File: src/rtl/dbus_uncached_axi_bridge.sv
// Uncached data-bus responder: turns one held CPU read/write request into one
// single-beat AXI4 transaction and keeps the CPU stalled until the DONE cycle.
module dbus_uncached_axi_bridge #(
    parameter int ADDR_WIDTH = 32,
    parameter int DATA_WIDTH = 32,
    parameter int ID_WIDTH   = 4,
    parameter logic [ID_WIDTH-1:0] AXI_ID = ID_WIDTH'(2)
) (
    input  logic                  clk,
    input  logic                  rst_n,
    input  logic                  dbus_read,
    input  logic                  dbus_write,
    input  logic [ADDR_WIDTH-1:0] dbus_address,
    input  logic [3:0]            dbus_byteenable,
    input  logic [DATA_WIDTH-1:0] dbus_wrdata,
    output logic                  dbus_stall,
    output logic [DATA_WIDTH-1:0] dbus_rddata,
    output logic                  bus_error,
    output logic [ID_WIDTH-1:0]   arid,
    output logic [ADDR_WIDTH-1:0] araddr,
    output logic [7:0]            arlen,
    output logic [2:0]            arsize,
    output logic [1:0]            arburst,
    output logic                  arvalid,
    input  logic                  arready,
    input  logic [ID_WIDTH-1:0]   rid,
    input  logic [DATA_WIDTH-1:0] rdata,
    input  logic [1:0]            rresp,
    input  logic                  rlast,
    input  logic                  rvalid,
    output logic                  rready,
    output logic [ID_WIDTH-1:0]   awid,
    output logic [ADDR_WIDTH-1:0] awaddr,
    output logic [7:0]            awlen,
    output logic [2:0]            awsize,
    output logic [1:0]            awburst,
    output logic                  awvalid,
    input  logic                  awready,
    output logic [DATA_WIDTH-1:0] wdata,
    output logic [3:0]            wstrb,
    output logic                  wlast,
    output logic                  wvalid,
    input  logic                  wready,
    input  logic [ID_WIDTH-1:0]   bid,
    input  logic [1:0]            bresp,
    input  logic                  bvalid,
    output logic                  bready
);

    typedef enum logic [2:0] {
        S_IDLE, S_RD_ADDR, S_RD_DATA, S_WR_REQ, S_WR_RESP, S_DONE
    } state_t;

    state_t                state_q, state_d;
    logic [ADDR_WIDTH-1:0] addr_q, addr_d;
    logic [3:0]            be_q, be_d;
    logic [DATA_WIDTH-1:0] wdata_q, wdata_d;
    logic [DATA_WIDTH-1:0] rddata_q, rddata_d;
    logic                  err_q, err_d;
    logic                  aw_done_q, aw_done_d;
    logic                  w_done_q, w_done_d;

    logic [1:0]            off;
    logic [2:0]            size;

    // Lowest enabled lane gives the byte offset; irregular patterns fall back to a full word.
    always_comb begin
        off  = 2'd0;
        size = 3'd2;
        case (be_q)
            4'b1111: begin size = 3'd2; off = 2'd0; end
            4'b0011: begin size = 3'd1; off = 2'd0; end
            4'b1100: begin size = 3'd1; off = 2'd2; end
            4'b0001: begin size = 3'd0; off = 2'd0; end
            4'b0010: begin size = 3'd0; off = 2'd1; end
            4'b0100: begin size = 3'd0; off = 2'd2; end
            4'b1000: begin size = 3'd0; off = 2'd3; end
            default: begin size = 3'd2; off = 2'd0; end
        endcase
    end

    always_comb begin
        state_d   = state_q;
        addr_d    = addr_q;
        be_d      = be_q;
        wdata_d   = wdata_q;
        rddata_d  = rddata_q;
        err_d     = err_q;
        aw_done_d = aw_done_q;
        w_done_d  = w_done_q;
        arvalid   = 1'b0;
        rready    = 1'b0;
        awvalid   = 1'b0;
        wvalid    = 1'b0;
        bready    = 1'b0;
        bus_error = 1'b0;
        case (state_q)
            S_IDLE: begin
                if (dbus_write || dbus_read) begin
                    addr_d  = dbus_address;
                    be_d    = dbus_byteenable;
                    wdata_d = dbus_wrdata;
                    state_d = dbus_write ? S_WR_REQ : S_RD_ADDR;
                end
            end
            S_RD_ADDR: begin
                arvalid = 1'b1;
                if (arready) state_d = S_RD_DATA;
            end
            S_RD_DATA: begin
                rready = 1'b1;
                if (rvalid) begin
                    rddata_d = rdata;
                    err_d    = (rresp != 2'b00);
                    state_d  = S_DONE;
                end
            end
            S_WR_REQ: begin
                // AW and W complete independently; either order or together.
                awvalid   = ~aw_done_q;
                wvalid    = ~w_done_q;
                aw_done_d = aw_done_q | (awvalid & awready);
                w_done_d  = w_done_q | (wvalid & wready);
                if (aw_done_d && w_done_d) state_d = S_WR_RESP;
            end
            S_WR_RESP: begin
                bready = 1'b1;
                if (bvalid) begin
                    err_d   = (bresp != 2'b00);
                    state_d = S_DONE;
                end
            end
            S_DONE: begin
                bus_error = err_q;
                aw_done_d = 1'b0;
                w_done_d  = 1'b0;
                state_d   = S_IDLE;
            end
            default: state_d = S_IDLE;
        endcase
    end

    always_ff @(posedge clk or negedge rst_n) begin
        if (!rst_n) begin
            state_q   <= S_IDLE;
            addr_q    <= '0;
            be_q      <= '0;
            wdata_q   <= '0;
            rddata_q  <= '0;
            err_q     <= 1'b0;
            aw_done_q <= 1'b0;
            w_done_q  <= 1'b0;
        end else begin
            state_q   <= state_d;
            addr_q    <= addr_d;
            be_q      <= be_d;
            wdata_q   <= wdata_d;
            rddata_q  <= rddata_d;
            err_q     <= err_d;
            aw_done_q <= aw_done_d;
            w_done_q  <= w_done_d;
        end
    end

    assign dbus_stall  = (dbus_read | dbus_write) & (state_q != S_DONE);
    assign dbus_rddata = rddata_q;

    assign arid    = AXI_ID;
    assign araddr  = {addr_q[ADDR_WIDTH-1:2], off};
    assign arlen   = 8'd0;
    assign arsize  = size;
    assign arburst = 2'b01;
    assign awid    = AXI_ID;
    assign awaddr  = {addr_q[ADDR_WIDTH-1:2], off};
    assign awlen   = 8'd0;
    assign awsize  = size;
    assign awburst = 2'b01;
    assign wdata   = wdata_q;
    assign wstrb   = be_q;
    assign wlast   = 1'b1;

    // Only one transaction is ever outstanding, so response IDs carry no information.
    logic unused_ok;
    assign unused_ok = ^{rid, rlast, bid, addr_q[1:0]};

endmodule
File: config.mk
export PLATFORM = sky130hd
export DESIGN_NAME = dbus_uncached_axi_bridge
export DESIGN_NICKNAME = d
export VERILOG_FILES = /design/src/rtl/dbus_uncached_axi_bridge.sv
export SDC_FILE = /design/constraint.sdc
export NUM_CORES = 1
export LEC_CHECK = 0
export CAP_MARGIN = 5
export CORE_MARGIN = 5
export CORE_UTILIZATION = 37
export CTS_CLUSTER_DIAMETER = 200
export CTS_CLUSTER_SIZE = 20
export DETAILED_ROUTE_END_ITERATION = 8
export PLACE_DENSITY = 0.82
export RECOVER_POWER = 50
export SYNTH_ARGS = -nofsm -noshare
export SYNTH_HDL_FRONTEND = slang
export SYNTH_SLANG_ARGS = --single-unit
File: constraint.sdc
create_clock -name clk -period 2 [get_ports clk]
set_input_delay 0.4 -clock clk [delete_from_list [all_inputs] [get_ports clk]]
set_output_delay 0.4 -clock clk [all_outputs]
set_load 0.01 [all_outputs]
# Word level (Yosys, flattened, before mapping)
# Index checks and enable logic that the tools add are counted.
[totals]
reg_bits = 106
latch_bits = 0
ram_bits = 0
mem_bits_ro = 0
n_memories = 0
[op_classes]
n_addsub = 0
n_mul = 0
div_mod_pow = 0
n_lt_le_gt_ge = 0
eq_ne = 17
n_shift = 0
n_mux = 20
bitwise = 8
reduce_logical = 14
[op_table]
columns = ["operator", "n"]
rows = [
  ["$mux W3", 5],
  ["$pmux W3 S5", 1],
  ["$ne A2 B2 Y1 const B", 5],
  ["$eq A4 B2 Y1 const B", 2],
  ["$eq A4 B4 Y1 const B", 2],
  ["$mux W1", 8],
  ["$reduce_bool A2 Y1", 4],
  ["$eq A3 B2 Y1 const B", 2],
  ["$eq A3 B3 Y1 const B", 2],
  ["$pmux W1 S2", 3],
  ["$pmux W2 S3", 1],
  ["$reduce_and A5 Y1", 1],
  ["$eq A4 B1 Y1 const B", 1],
  ["$eq A4 B3 Y1 const B", 1],
  ["$pmux W2 S2", 1],
  ["$reduce_and A2 Y1", 2],
  ["$reduce_or A2 Y1", 2],
  ["$reduce_or A4 Y1", 1],
  ["$and A1 B1 Y1", 3],
  ["$eq A3 B1 Y1 const B", 1],
  ["$logic_not A3 Y1", 1],
  ["$ne A3 B3 Y1 const B", 1],
  ["$or A1 B1 Y1", 3],
  ["$reduce_and A3 Y1", 1],
  ["4 further kinds", 5],
]

# Longest topological paths before layout
# Gate-level depths: netlist (run 1).
[depth]
ltp_word = 6
depth_mapped = 5
ltp_nobuf = 3

# Least setup slack after synthesis (run 1)
# Ideal clock, no wire load.
[synth_path]
kind = "flip-flop to output port"
from = "reg be_q[3] (netlist: wstrb[3])"
to = "out awsize[1]"
t_arrival_ns = 1.238
required_time_ns = 1.600
setup_slack_ns = 0.362
path_stages_with_launch = 5
n_path_buf = 1
path_cell_list = "dfrtp_1 > nor2_1 > nor3_1 > nor2_1 > buf_4"
[synth_between]
elab_chain_cells = 3
elab_cells_between_ends = 9
[synth_lines]
columns = ["element", "line", "text"]
rows = [
  ["start, declared", "56", "logic [3:0] be_q, be_d;"],
  ["start signal, assigned", "147", "be_q <= '0;"],
  ["start signal, assigned", "156", "be_q <= be_d;"],
  ["$eq A4 B4 Y1 (tied with other cells)", "70", "case (be_q)"],
  ["$reduce_or A4 Y1 (no source line) / $reduce_or A2 Y1 (equally long branches)", "-", ""],
  ["$pmux W2 S2 (*)", "70", ""],
  ["end, declared", "35", "output logic [2:0] awsize,"],
]
# Every way passes the cells marked *; elsewhere a longest branch is shown, timed or not.

# Worst setup path after layout (run 1)
[layout_path]
from = "in dbus_write"
to = "out dbus_stall"
[layout_between]
elab_chain_cells = 2
[layout_lines]
columns = ["element", "line", "text"]
rows = [
  ["start, declared", "12", "input logic dbus_write,"],
  ["$or A1 B1 Y1", "165", "assign dbus_stall = (dbus_read | dbus_write) & (state_q != S_DONE);"],
  ["$and A1 B1 Y1", "165", ""],
  ["end, declared", "16", "output logic dbus_stall,"],
]
# Every way passes these cells.

==> results by stage, run 1 <==
Clock network:
- The number of buffers on the longest clock path is 2.
- The TritonCTS sink count is 104.
- The root buffer selected by CTS is clkbuf_16.
- The number of H-tree levels is 3.
- Counting the buffers created by CTS gives 9.
- The clock transition at the registers of the reported paths is 70 ps.
- The later-pin clock latency in the skew report is 340 ps.
- TritonCTS built the clock tree.

Setup path:
- STA classifies the critical path endpoint as an output port.
- In this run the worst setup path terminates at dbus_stall.
- STA classifies the critical path startpoint as a primary input.
- In this run the worst setup path begins at dbus_write.
- The required time at the worst-slack endpoint is 1600 ps.
- The setup slack of the most critical reg-to-reg path is 200 ps.
- The endpoint identified for the worst register-to-register timing path is dbus_rddata[12].
- The critical-path maximum fanout is 2.
- The launch instance of the worst register-to-register path is state_q[2].
- The number of cell instances on the worst register-to-register path is 5.
- STA puts the critical path data arrival time at 1540 ps.
- The worst setup path is of the in2out kind.

Pwr:
- Across the VDD grid, the largest voltage drop is 0.868 mV.
- The leakage power figure is 3.11 nW.
- The areal power density over the cells is 1620 nW/um2.

Routing:
- For this run, design rule violations remaining after detail routing come to 0.
- The first routing iteration left 95 violations.
- In the final routed layout, each cell accounts on average for 17.1 um.
- After detailed routing, the total wire length is 12600 um.
- The first-pass iteration count of the detailed router is 4.
- The routed layout has 3349 vias.
- The number of routed nets with antenna violations is 0.
- Dividing the detail-routed via count by the number of cells gives 4.54.

Floorplan:
- The floorplan step defined a die boundary enclosing 14800 um2.
- The floorplan has 40 rows.
- The area inside the core boundary is 12100 um2.
- The effective utilization at floorplan is 0.380.
- The die span in x is 122 um.
- Pin placement for this block handled 296 I/O pins.
- The vertical die dimension is 122 um.

STA:
- Setup violations remaining at the end of the flow were counted as 0.
- The transition time of the tightest slew-check pin is 743 ps.
- The hold slack is 499 ps.
- The timing-limited maximum frequency is 514 MHz.
- Clock skew on the completed layout was measured at 6.58 ps.
- The final-report hold violation count is 0.
- In the finished design, the share of the clock period the worst path needs comes to 0.972.
- Across all setup checks in the final design, the least slack found is 55.6 ps.
- The worst-case headroom to the max-slew limit is 0.505.
- The final count of pins violating max slew is 0.
- Setup repair after global routing left no endpoint under its margin.
- The routed design could run at a clock period as short as 1940 ps.
- The setup TNS is 0 ps.

Logic synthesis:
- The cell with the most instances after synthesis is dfrtp_1.
- The leading area contributor after synthesis is dfrtp_1.
- The portion of synthesized cell area occupied by the leading cell type is 0.566.
- In the synthesized netlist the async set-or-reset flop fraction comes to 1.00.
- After synthesis, the share of cell area in mux cells is 0.240.
- Of the synthesized area, sequential elements account for 0.566.
- Among all flip-flop cells after synthesis, the most frequent one is dfrtp_1.
- The compound-cell area share of the yosys netlist is 0.0250.
- Counting distinct cell types in the post-synthesis netlist gives 32.
- Yosys attributes the largest share of cell area to dfrtp_1 57%, mux2_2 24%, buf_4 11%, buf_6 0.98%, nor2_1 0.65%.
- The mapped netlist covers 4600 um2.
- Of the total synthesized cell area, the portion taken by AND, OR, NAND and NOR gates is 0.0375.
- In the synthesized netlist, the cells that appear most often are 104 x dfrtp_1, 98 x mux2_2, 69 x buf_4.
- The synthesized design contains 0 enable-type register cells.
- Synthesis inferred 104 register bits.
- After synthesis, the largest family of logic cells by area is multiplexers.
- Counting every instance in the synthesized netlist gives 333.
- For this run, the number of Yosys warnings is 0.
- The area share of fa/ha/maj cells after synthesis is 0.
- The synthesized-area fraction occupied by xor and xnor cells is 0.00190.
- A synthesized cell averages 13.8 um2.

Placed design:
- The HPWL after detailed placement is 9990 um.
- At the end of routability-driven placement, the weighted congestion stood at 0.768.
- The total of buffers placed on input and output ports is 253.
- Before CTS, the worst setup slack after placement is -41.0 ps.

Run status:
- The flow ran to the end, and the final reports show no timing, DRC or antenna violations.

Global route:
- The number of antenna violations at the first check in global routing is 0.
- The first global-routing pass estimated 19400 um of wire.
- The number of global-route vias before repair is 3699.
- The maximum number of pins on one net before global-route repair is 52.
- The leftover overflow at the end of global routing is 0.
- The global-route usage over all layers is 0.169.

Flow run:
- Across the run, the number of max-cap violations was 0.

Cells and area:
- The share of final-layout standard cells stronger than drive strength 1 is 0.241.
- The number of antenna diodes in the final layout is 0.
- The net count of the finished layout is 686.
- Relative to the synthesized area, the layout overhead comes to 59.8%.

Min path:
- The path class of the tightest hold or removal check is reg2reg.
## critical path, cell delays in order
cell	delay, ps
dlygate4sd3_1	560
nor2_1	230
a21oi_1	60
dlygate4sd2_1	290
## cells by family (layout without fill, tap and decap cells)
family,count (synthesis),count (layout)
flip-flops,104,104
multiplexers,98,98
buffers and inverters,80,287
AND/OR/NAND/NOR,32,32
AO/OA/AOI/OAI,16,16
other,2,31
XOR/XNOR,1,1
## layer usage
layer,vias to the layer above,global-route usage,routed length (um)
li1,1513,-,-
met4,0,0.0686,246
met3,22,0.0667,1390
met2,170,0.305,6740
met5,-,0,0
met1,1644,0.173,4200
## layout by cell type (no fill, tap or decap), types with 3 or more instances in the layout
cell type        instances
clkdlybuf4s50_1        197
dfrtp_1                101
mux2_2                  98
dlygate4sd3_1           41
conb_1                  31
dlygate4sd2_1           15
clkbuf_16                9
nor2_1                   7
buf_4                    7
nand3_1                  4
clkbuf_8                 4
nor3_1                   3
nand2_1                  3
nand2b_1                 3
a21o_1                   3
clkbuf_4                 3
buf_12                   3
dfrtp_2                  3
## per-stage QoR
step | utilization | total power, mW | area (um2) | instances
after floorplan | - | 7.07 | 4710 | 362
after global placement | 0.583 | 10.3 | 7060 | 720
after detailed placement | 0.583 | 10.5 | 7060 | 720
after CTS | 0.610 | 12.3 | 7390 | 737
after global routing | 0.607 | 12.6 | 7350 | 737
final | 0.607 | 11.9 | 7350 | 737
## final cells by class
class | instances | area (um2)
flip-flops and latches | 104 | 2610
clock buffers | 14 | 284
multi-input cells | 178 | 1540
inverters | 2 | 7.51
fillers | 969 | 4760
repair buffers | 269 | 2680
well taps | 168 | 210
clock inverters | 2 | 35.0
## flip-flops by register name (all words and copies together) (netlist names)
name         flops
dbus_rddata     32
aw_done_q        1
wstrb            4
addr_q          30
wdata           32
w_done_q         1
err_q            1
state_q          3
## where the power goes
part           internal, mW  leakage (nW)  total [mW]  switching (mW)
sequential             3.20          1.22        3.89           0.690
combinational          3.80          1.73        6.18            2.38
clock                  1.11         0.159        1.85           0.744
total                  8.10          3.11        11.9            3.81
## how the worst min path moves through the flow
stage,start,slack [ps],depth (start not counted),to
5_1_grt,wdata[18],510,1,wdata[18]
6_report,wdata[18],500,1,wdata[18]
3_3_place_gp,rst_n,360,1,dbus_rddata[19]
3_5_place_dp,rst_n,370,1,dbus_rddata[5]
4_1_cts,dbus_rddata[5],510,1,dbus_rddata[5]
2_1_floorplan,rst_n,100,0,addr_q[10]
## timing repair
item | in CTS | in global routing
hold buffers | 1 | 0
hold endpoints to repair | 27 | 0
gates resized for setup | 22 | 0
endpoints found under the setup margin | 15 | 0
setup buffers | 0 | 0
No activity file was read; power rests on OpenSTA's default activity.
==> run 2: changes to the inputs <==
--- a/config.mk
+++ b/config.mk
@@ -6,7 +6,7 @@
 export NUM_CORES = 1
 export LEC_CHECK = 0
 export CAP_MARGIN = 5
-export CORE_MARGIN = 5
+export CORE_MARGIN = 4
 export CORE_UTILIZATION = 37
 export CTS_CLUSTER_DIAMETER = 200
 export CTS_CLUSTER_SIZE = 20
==> results by stage, run 2 (synthesis results as in run 1) <==
Pwr:
- For this design the total switching power over the nets is 3.82 mW.
- VDD sags by at most 0.779 mV.
- Of the total power, the clock network draws 0.149.
- The part of the power in registers is 0.328.
- Of the total power, the share spent switching nets is 0.321.
- Internal power comes to 8.07 mW.
- The leakage power figure is 3.09 nW.
- The areal power density over the cells is 1620 nW/um2.
- Of the total power, combinational logic draws 0.523.

Routing:
- The detailed-route via count is 3334.
- Dividing the detail-routed wire length by the instance count gives 17.0 um.
- The count of nets left with antenna violations once routing finished came out at 0.
- In this run, the number of DRC markers left after iteration 0 of detailed routing was 141.
- The first-pass iteration count of the detailed router is 4.
- After detailed routing, the total wire length is 12600 um.
- The via count normalized by instance count is 4.52.
- For this run, design rule violations remaining after detail routing come to 0.

STA:
- The transition time of the tightest slew-check pin is 885 ps.
- Across the routed clock network, the largest skew measured is 10.8 ps.
- The final-report hold violation count is 0.
- The timing-limited maximum frequency is 521 MHz.
- The final critical-path setup slack is 82.1 ps.
- Dividing the final minimum period by the clock period gives 0.959.
- The final count of pins violating max slew is 0.
- The total setup violations reported at the end of the flow is 0.
- The worst-case headroom to the max-slew limit is 0.410.
- The minimum period implied by the final worst setup slack is 1920 ps.
- Setup repair after global routing left no endpoint under its margin.

Placed design:
- In this run, placement finished with an instance count of 720.
- During placement, the flow inserted port buffers numbering 253.
- The routability congestion estimate is 0.784.
- Detailed placement finished with a half-perimeter wire length of 10000 um.
- At the placement stage, the worst setup path has a slack of -47.8 ps.

Cells and area:
- Of the cells placed in the final design, the portion with a size suffix greater than 1 is 0.249.
- From synthesis to final layout, the design area changed by 59.4%.
- The antenna diode instance count is 0.
- The final non-filler cell total is 738.
- The library cell used most frequently in the layout, excluding fill and tap cells, is clkdlybuf4s50_1.
- The final-stage net count is 687.
- The library cells used most frequently in the layout, excluding fill and tap cells, are 209 x clkdlybuf4s50_1, 99 x dfrtp_1, 98 x mux2_2, 31 x conb_1, 28 x dlygate4sd3_1.
- The final core area utilization is 0.606.

Setup path:
- In this design, the largest share of critical-path delay is due to buffers and inverters.
- The signal on the critical path passes through buf_4 > buf_4 > nor4_4 > buf_12 > buf_12 > mux2_2.
- The worst setup path is of the reg2reg kind.
- The number of buffers and inverters on the critical path is 4.
- STA classifies the critical path endpoint as a flop.
- STA classifies the critical path startpoint as a flop.
- The critical-path maximum fanout is 22.
- The slowest stage cell on the critical path is dfrtp_2.
- The largest single stage delay on the critical path is 450 ps.
- Data arrives at the worst endpoint at 2140 ps.
- The required time at the worst-slack endpoint is 2220 ps.

Floorplan:
- From bottom edge to top edge, the die measures 120 um.
- The area inside the core boundary is 12100 um2.
- The effective utilization at floorplan is 0.380.
- The die is 120 um wide.
- The standard-cell row count is 40.
- The floorplan die area is 14300 um2.
- 296 I/O pins were placed.

Clock network:
- The root buffer cell chosen for the clock tree is clkbuf_16.
- The clock transition at the registers of the reported paths is 70 ps.
- The later-pin clock latency in the skew report is 340 ps.
- The clock passes through at most 2 buffers.
- The number of buffers added by the clock tree synthesis step is 9.
- The TritonCTS clock tree is done.
- The number of H-tree levels is 3.
- The TritonCTS sink count is 104.

Global route:
- For this run, the total global-route usage over all layers was measured as 0.174.
- The number of antenna violations at the first check in global routing came to 0.
- The total overflow left after global routing is 0.
- The maximum number of pins on one net before global-route repair is 53.
- The number of global-route vias before repair is 3684.
- The first-pass GRT wire length is 19500 um.

Min path:
- The type of the worst min-delay path is in2async.

Run status:
- The flow ran to the end, and the final reports show no timing, DRC or antenna violations.

Flow run:
- Max-cap violations in this run came to 0.
==> run 2: metal layers <==
metal | vias to the layer above | routed length (um) | global-route usage
met3 | 20 | 1150 | 0.0598
met1 | 1631 | 4440 | 0.185
met2 | 169 | 6680 | 0.316
li1 | 1514 | - | -
met4 | 0 | 299 | 0.0687
met5 | - | 0 | 0
==> run 2: layout make-up <==
cell class / count / area (um2)
Multi-Input combinational cell: 178 / 1540
Clock inverter: 5 / 56.3
Inverter: 2 / 7.51
Sequential cell: 104 / 2610
Clock buffer: 11 / 243
Fill cell: 966 / 4770
Timing Repair Buffer: 270 / 2670
Tap cell: 168 / 210
==> run 2: final timing paths <==
kind                                   endpoint  slack (ps)  cells past startpoint           start
max in group asynchronous       dbus_rddata[29]         500                      2           rst_n
worst min-delay path                 state_q[0]         170                      1           rst_n
worst min register to register   dbus_rddata[7]         500                      1  dbus_rddata[7]
min in group clk                 dbus_rddata[7]         500                      1  dbus_rddata[7]
worst max register to register         wdata[8]          80                      6      state_q[1]
worst max-delay path                   wdata[8]          80                      6      state_q[1]
==> run 2: stage by stage <==
step	instance area, um2	power, mW	hold slack (ps)	setup TNS [ps]
floorplan	4710	7.07	104	0
global placement	7050	10.2	377	-57.6
detailed placement	7050	10.4	388	-540
CTS	7370	12.2	12.7	0
global route	7340	12.6	245	0
finish	7340	11.9	174	0
==> run 2: what timing repair did <==
item	CTS	global route
endpoints found under the setup margin	15	0
resized for setup	25	0
hold buffers	0	0
endpoints found under the hold margin	0	0
buffers inserted	2	0
==> run 2: power groups by stage <==
stage	Clock [mW]	Sequential (mW)	Combinational [mW]
after global routing	1.91	4.06	6.61
final	1.77	3.90	6.22
after floorplan	0	4.33	2.73
after detailed placement	0	3.94	6.47
after CTS	1.83	3.93	6.45
after global placement	0	3.86	6.34
